**src/rtl/reg_file_pkg.sv**
```systemverilog
// Shared processor constants for the register file, ALU and control unit,
// plus small helpers used by the register file write path.
package reg_file_pkg;

    // Datapath width shared by registers and ALU operands.
    localparam int DATA_W   = 8;
    // Register address width; every encoding is a real register.
    localparam int ADDR_W   = 3;
    // Number of architectural registers.
    localparam int NUM_REGS = 2 ** ADDR_W;
    // Width of the committed-write counter.
    localparam int CNT_W    = 8;

    // A write commits only when enabled, not overridden by clear, and not
    // aimed at the hard-wired zero register.
    function automatic logic write_commits(input logic wr_en,
                                           input logic clr,
                                           input logic addr_nonzero);
        return wr_en & ~clr & addr_nonzero;
    endfunction

    // Next counter value; wraps naturally at the counter width.
    function automatic logic [CNT_W-1:0] count_inc(input logic [CNT_W-1:0] cnt);
        return cnt + {{(CNT_W-1){1'b0}}, 1'b1};
    endfunction

endpackage

```
**src/rtl/reg_file.sv**
```systemverilog
// Register file: two combinational read ports, one synchronous write port,
// register 0 hard-wired to zero, a synchronous clear, a zero flag tracking
// the last committed write, and a wrapping count of committed writes.
module reg_file #(
    parameter int DATA_W = reg_file_pkg::DATA_W,
    parameter int ADDR_W = reg_file_pkg::ADDR_W
) (
    input  logic              clk,
    input  logic              rst_n,
    input  logic [ADDR_W-1:0] rs_addr,
    input  logic [ADDR_W-1:0] rt_addr,
    input  logic [ADDR_W-1:0] rd_addr,
    input  logic              wr_en,
    input  logic [DATA_W-1:0] wr_data,
    input  logic              clr,
    output logic [DATA_W-1:0] rs_data,
    output logic [DATA_W-1:0] rt_data,
    output logic              zero_flag,
    output logic [7:0]        wr_count
);

    import reg_file_pkg::*;

    localparam int NUM_REGS = 2 ** ADDR_W;

    // Architectural state and its next-state values.
    logic [DATA_W-1:0] regs_q [NUM_REGS];
    logic [DATA_W-1:0] regs_d [NUM_REGS];
    logic              zero_q;
    logic              zero_d;
    logic [CNT_W-1:0]  cnt_q;
    logic [CNT_W-1:0]  cnt_d;

    // Decoded write-path controls.
    logic              addr_nonzero_s;
    logic              commit_s;
    logic              data_zero_s;

    assign addr_nonzero_s = (rd_addr != {ADDR_W{1'b0}});
    assign commit_s       = write_commits(wr_en, clr, addr_nonzero_s);
    assign data_zero_s    = (wr_data == {DATA_W{1'b0}});

    // Next-state logic: clear dominates, then a committed write, else hold.
    always_comb begin
        regs_d = regs_q;
        zero_d = zero_q;
        cnt_d  = cnt_q;
        if (clr) begin
            for (int i = 0; i < NUM_REGS; i++) begin
                regs_d[i] = {DATA_W{1'b0}};
            end
            zero_d = 1'b0;
            cnt_d  = {CNT_W{1'b0}};
        end else if (commit_s) begin
            regs_d[rd_addr] = wr_data;
            zero_d          = data_zero_s;
            cnt_d           = count_inc(cnt_q);
        end else begin
            zero_d = zero_q;
            cnt_d  = cnt_q;
        end
        // Register 0 never holds anything but zero.
        regs_d[0] = {DATA_W{1'b0}};
    end

    // All state in one block with asynchronous active-low reset.
    always_ff @(posedge clk or negedge rst_n) begin
        if (!rst_n) begin
            for (int i = 0; i < NUM_REGS; i++) begin
                regs_q[i] <= {DATA_W{1'b0}};
            end
            zero_q <= 1'b0;
            cnt_q  <= {CNT_W{1'b0}};
        end else begin
            for (int i = 0; i < NUM_REGS; i++) begin
                regs_q[i] <= regs_d[i];
            end
            zero_q <= zero_d;
            cnt_q  <= cnt_d;
        end
    end

    // Reads come straight from stored state: no bypass, so the ALU loop
    // through wr_data always passes through a register.
    assign rs_data = (rs_addr == {ADDR_W{1'b0}}) ? {DATA_W{1'b0}} : regs_q[rs_addr];
    assign rt_data = (rt_addr == {ADDR_W{1'b0}}) ? {DATA_W{1'b0}} : regs_q[rt_addr];

    assign zero_flag = zero_q;
    assign wr_count  = cnt_q;

endmodule
```
**config.mk**
```make
export PLATFORM = sky130hd
export DESIGN_NAME = reg_file
export DESIGN_NICKNAME = d
export VERILOG_FILES = /design/src/rtl/reg_file_pkg.sv /design/src/rtl/reg_file.sv
export SDC_FILE = /design/constraint.sdc
export NUM_CORES = 1
export LEC_CHECK = 0
export ABC_AREA = 1
export BUFFER_PORTS_ARGS = -buffer_cell sky130_fd_sc_hd__buf_2
export CAP_MARGIN = 30
export CORE_MARGIN = 10
export CORE_UTILIZATION = 30
export CTS_BUF_LIST = sky130_fd_sc_hd__clkbuf_8
export DETAILED_ROUTE_END_ITERATION = 10
export GPL_ROUTABILITY_DRIVEN = 0
export PLACE_DENSITY = 0.48
export SYNTH_ARGS = -nofsm -noshare
export SYNTH_HDL_FRONTEND = slang
export SYNTH_SLANG_ARGS = --single-unit
```
**constraint.sdc**
```tcl
create_clock -name clk -period 1.4 [get_ports clk]
set_clock_uncertainty 0.05 [all_clocks]
set_input_delay 0.14 -clock clk [delete_from_list [all_inputs] [get_ports clk]]
set_output_delay 0.14 -clock clk [all_outputs]
set_load 0.02 [all_outputs]
```
After elaboration in Yosys (flattened, before gate mapping)
Cells that the tools add are included.
- add/subtract/negate cells: 1
- $lt $le $gt $ge: 4
- mux-type cells: 17
- bitwise gates (word level): 6
- reductions and logical operators: 6
- operators by type and width (cell ; count):
    56-bit two-way mux ; 2
    8-bit two-way mux ; 9
    64-bit bitwise mux ; 1
    8-bit binary-select mux with 3-bit select ; 2
    8-bit demux with 3-bit select ; 1
    4-bit greater-or-equal comparator, second input constant ; 3
    3-bit inverter with 4-bit output ; 3
    8-bit by 1-bit adder with 8-bit output, second input constant ; 1
    8-bit zero test ; 1
    3-bit zero test ; 2
    4-bit by 1-bit < comparator with 1-bit output, second input constant ; 1
    3-bit nonzero test ; 1
    1-bit AND ; 2
    1-bit two-way mux ; 2
    2-bit nonzero test ; 1
    1-bit logical AND ; 1
    1-bit inverter ; 1
- bits in registers: 65
- input bits: 21
- output and inout bits: 25

Logic depth before layout (Yosys ltp)
- depth after elaboration: 8
- mapped depth: 8
- gate-level depth less buffers: 8

Least setup slack after synthesis
OpenSTA, ideal clock, no wires.
- kind: reg2reg
- from: register cnt_q[0], in the netlist wr_count[0]
- to: register cnt_q[6], in the netlist wr_count[6]
- setup time: 0.119 ns
- data arrival time: 1.137 ns
- slack: 0.094 ns
- cell stages (with the launch flop): 9
- buffers on the path: 0
- clock period less this slack: 1.306 ns
- cells stage by stage: dfrtp_1 -> ha_1 -> nand2_1 -> inv_1 -> nand2_1 -> nor2_1 -> nand3_1 -> nand2_1 -> nor2_1
- longest elaborated chain between the ends: 3
- ends and longest elaborated chain (what ; line ; text):
    start, declared ; reg_file.sv:31 ; logic [CNT_W-1:0] cnt_q;
    start signal, assigned ; reg_file.sv:73 ; cnt_q <= {CNT_W{1'b0}};
    start signal, assigned ; reg_file.sv:79 ; cnt_q <= cnt_d;
    8-bit by 1-bit adder with 8-bit output ; reg_file_pkg.sv:24 ; return cnt + {{(CNT_W-1){1'b0}}, 1'b1};
    8-bit two-way mux ; reg_file.sv:54 ; end else if (commit_s) begin
    8-bit two-way mux ; reg_file.sv:48 ; if (clr) begin
Every way passes these cells. The select of a mux whose other input is x is not followed.
A chain may end at the register's enable or synchronous reset.

Worst setup path after layout
- from: register regs_q[6] (netlist name)
- to: output port rs_data[6]
- longest elaborated chain between the ends: 4
- ends and longest elaborated chain (what ; line ; text):
    start, declared ; reg_file.sv:27 ; logic [DATA_W-1:0] regs_q [NUM_REGS];
    start signal, assigned by index ; reg_file.sv:70 ; regs_q[i] <= {DATA_W{1'b0}};
    start signal, assigned by index ; reg_file.sv:76 ; regs_q[i] <= regs_d[i];
    8-bit binary-select mux with 3-bit select ; reg_file.sv:85 ; assign rs_data = (rs_addr == {ADDR_W{1'b0}}) ? {DATA_W{1'b0}} : regs_q[rs_addr];
    8-bit two-way mux (not written as such) (2 in a row) ; reg_file.sv:85 ;
    8-bit two-way mux ; reg_file.sv:85 ;
    end, declared ; reg_file.sv:16 ; output logic [DATA_W-1:0] rs_data,
Every way passes these cells. The select of a mux whose other input is x is not followed.

==> results_dict.tcl <==
set metrics [dict create \
    antenna_violating_nets_post_route 0 \
    fp.coreArea_um2 12100 \
    root_buffer "sky130_fd_sc_hd__clkbuf_8" \
    crit_start "regs_q[6]" \
    fin_worst_hold_slack_ns 0.0167 \
    synthesis.area_per_instance_um2 7.37 \
    grt_most_used_layer "met2" \
    reg2reg_to "wr_count[6]" \
    cts_htree_levels 3 \
    nFillCells 1318 \
    placed_standard_cell_area_um2 4200 \
    final.min_clock_period_ns 1.56 \
    grt_remaining_overflow 0 \
    place.port_buffers 45 \
    use_met1_pct 19.1 \
    start_kind "flop" \
    hold_violations 0 \
    holdCritStartpoint "wr_data[7]" \
    synth_cells 503 \
    finalSetupViolCount 16 \
    place.detailed.instances 715 \
    yosys_warnings 0 \
    capturing_element_type_of_the_critical_path "output port" \
    worst_r2r_startpoint "wr_count[1]" \
    whs_path_cells 4 \
    cp_data_arrival_time_ns 1.37 \
    power_w 0.00413 \
    detail_placement_hpwl_um 9260 \
    crit_required_ns 1.21 \
    drt_pass1_iterations 6 \
    drive_gt1_share_pct 23.8 \
    maxSlewHeadroom_pct 67.4 \
    setup_repair_after_global_routing_missed_its_margin "true" \
    run_status "complete, but fails checks" \
    synth_sequential_area_ratio_pct 43.9 \
    timing.hold.worst.class "input pin to flop" \
    footprint_of_the_multi_input_gates_um2 1780 \
    final_cell_count_no_fill 743 \
    cts_tree "done" \
    std_cell_rows 40 \
    antenna-diode-count 0 \
    fin_crit_sh_pct 111 \
    cts_made_buffers 9 \
    total_leakage_power_nw 2.22 \
    achievable-frequency_ghz 0.641 \
    total_number_of_vias 3665 \
    synth-seq-cells 65 \
    grt.met3_usage_pct 3.89 \
    remaining_drc_errors 0 \
    grt_antenna_before_repair 0 \
    postRouteWirelength_um 12400 \
    post-route-cell-area_um2 4530 \
    worst-setup-path-type "flop to output port" \
    power-per-cell-area_nw_per_um2 911 \
    grt.met2_usage_pct 22.4 \
    design.final.nets 592 \
    syn-num-nets 525 \
    r2r_cells 8 \
    synth_cell_types 25 \
    io_pins 46 \
    layout_setup_ws_ns -0.160 \
    cts.sink_count 65 \
    timing.max_cap.violations 0 \
    detail_route.vias_per_cell 4.93 \
    worst-slew-pin-transition_ns 0.488 \
    fp.dieH_um 131 \
    die_w_um 131 \
    routed_wire_length_per_instance_um 16.7 \
    initial_core_util_pct 30.7 \
    failing_checks "setup timing" \
    whs_endpoint "zero_flag" \
    grt_pass1_vias 3655 \
    die_area_um2 17200 \
    critical_path.max_fanout 2 \
    clock_path_buffers 2 \
    worst-r2r-setup-slack_ns 0.15 \
    grt_first_pass_wirelength_um 20300 \
    grt_max_degree 66 \
    mappedNetlistArea_um2 3710 \
    grtUsageTotal_pct 14.6 \
    clock_slew_at_reported_path_ffs_ns 0.08 \
    areaGrowthSynthToFinish_pct 22.2 \
    detailedRoute.firstIterationViolations 279 \
    vdd_drop_max_v 0.000360 \
    seqCellArea_um2 1630 \
    insertion_delay_ns 0.36 \
    finalMaxSlewViolations 0 \
]
-- worst max-delay path by stage --
stage	to	slack, ns
6_report	rs_data[6]	-0.16
5_1_grt	rt_data[6]	-0.25
4_1_cts	rs_data[6]	-0.17
3_5_place_dp	rs_data[6]	0.06
3_3_place_gp	rt_data[7]	0.05
2_1_floorplan	wr_count[6]	0.09
-- kinds of logic (layout without fill, tap and decap cells) --
logic type               after synthesis  in the layout  share of synthesized area [%]
adder cells (fa/ha/maj)                1              1                          0.337
AND/OR/NAND/NOR                      224            224                           25.3
AO/OA/AOI/OAI                        138            138                           21.4
XOR/XNOR                               1              1                          0.236
buffers and inverters                 74            146                           8.84
flip-flops                            65             65                           43.9
-- sequential cells by signal, summed over array words and instances (netlist names) --
signal	flops
regs_q	56
wr_count	8
zero_flag	1
-- synth_stat cells, drive strengths merged --
master | instances | share of area, %
nand4 | 1 | 0.17
o22ai | 16 | 2.7
o21bai | 1 | 0.20
dfrtp | 65 | 44
a22o | 8 | 1.9
o211ai | 16 | 3.2
ha | 1 | 0.34
o21ai | 59 | 8.0
nor2 | 54 | 5.9
nor3 | 2 | 0.57
clkbuf | 3 | 0.30
inv | 51 | 5.2
nand2 | 137 | 15
nand3 | 30 | 4.0
a21oi | 38 | 5.4
buf | 20 | 3.4
xor2 | 1 | 0.24
-- final cells by class --
cell class / instances / share of cell area [%]
tap: 168 / 4.64
inverter: 51 / 4.23
sequential: 65 / 35.9
clock inverter: 6 / 0.773
timing repair buffer: 79 / 12.1
clock buffer: 10 / 3.04
multi-input combinational: 364 / 39.3
-- placed cells by master (no fill, tap or decap), drive strengths merged --
cell | netlist | final
clkinvlp | 0 | 1
clkinv | 0 | 4
dfrtp | 65 | 65
nand2 | 137 | 137
dlygate4sd3 | 0 | 1
o22ai | 16 | 16
buf | 20 | 78
o211ai | 16 | 16
o21bai | 1 | 1
a21oi | 38 | 38
xor2 | 1 | 1
ha | 1 | 1
a22o | 8 | 8
nand4 | 1 | 1
inv | 51 | 52
nand3 | 30 | 30
nor2 | 54 | 54
o21ai | 59 | 59
nor3 | 2 | 2
clkbuf | 3 | 10
-- where the power goes --
group	total, W	switching, W	internal, W
registers	0.00195	0.0000303	0.00192
logic	0.000732	0.000488	0.000245
clock network	0.00145	0.000771	0.000677
-- worst max-delay path, cell delays in order (launching register included) --
cell and delay (ns):
sky130_fd_sc_hd__dfrtp_1 0.40, sky130_fd_sc_hd__inv_2 0.07, sky130_fd_sc_hd__nand2_1 0.05, sky130_fd_sc_hd__o211ai_1 0.10, sky130_fd_sc_hd__nand2_1 0.08, sky130_fd_sc_hd__nor2_1 0.09
sky130_fd_sc_hd__nor2_1 0.07, sky130_fd_sc_hd__buf_4 0.16
-- metrics by stage --
stage | TNS, ns | util [%] | setup slack, ns
after floorplan | 0 | - | 0.0936
after global placement | 0 | 34.8 | 0.0541
after detailed placement | 0 | 34.8 | 0.0587
after CTS | -2.20 | 36.9 | -0.172
after global routing | -3.49 | 37.6 | -0.254
final | -1.89 | 37.6 | -0.160
-- what timing repair did --
action | in CTS | in global routing
buffers inserted | 5 | 6
resized for setup | 23 | 36
hold endpoints to repair | 65 | 0
gates cloned | 0 | 0
setup endpoints to repair | 16 | 17
hold buffers | 1 | 0
pin swaps | 19 | 18
-- routing by layer --
layer  part of all wire [%]  vias up
met4                    2.1        0
met5                      0        -
met3                    5.3       19
met1                     47     1736
li1                       -     1803
met2                     45      107
Power figures use the tool's default switching activity.
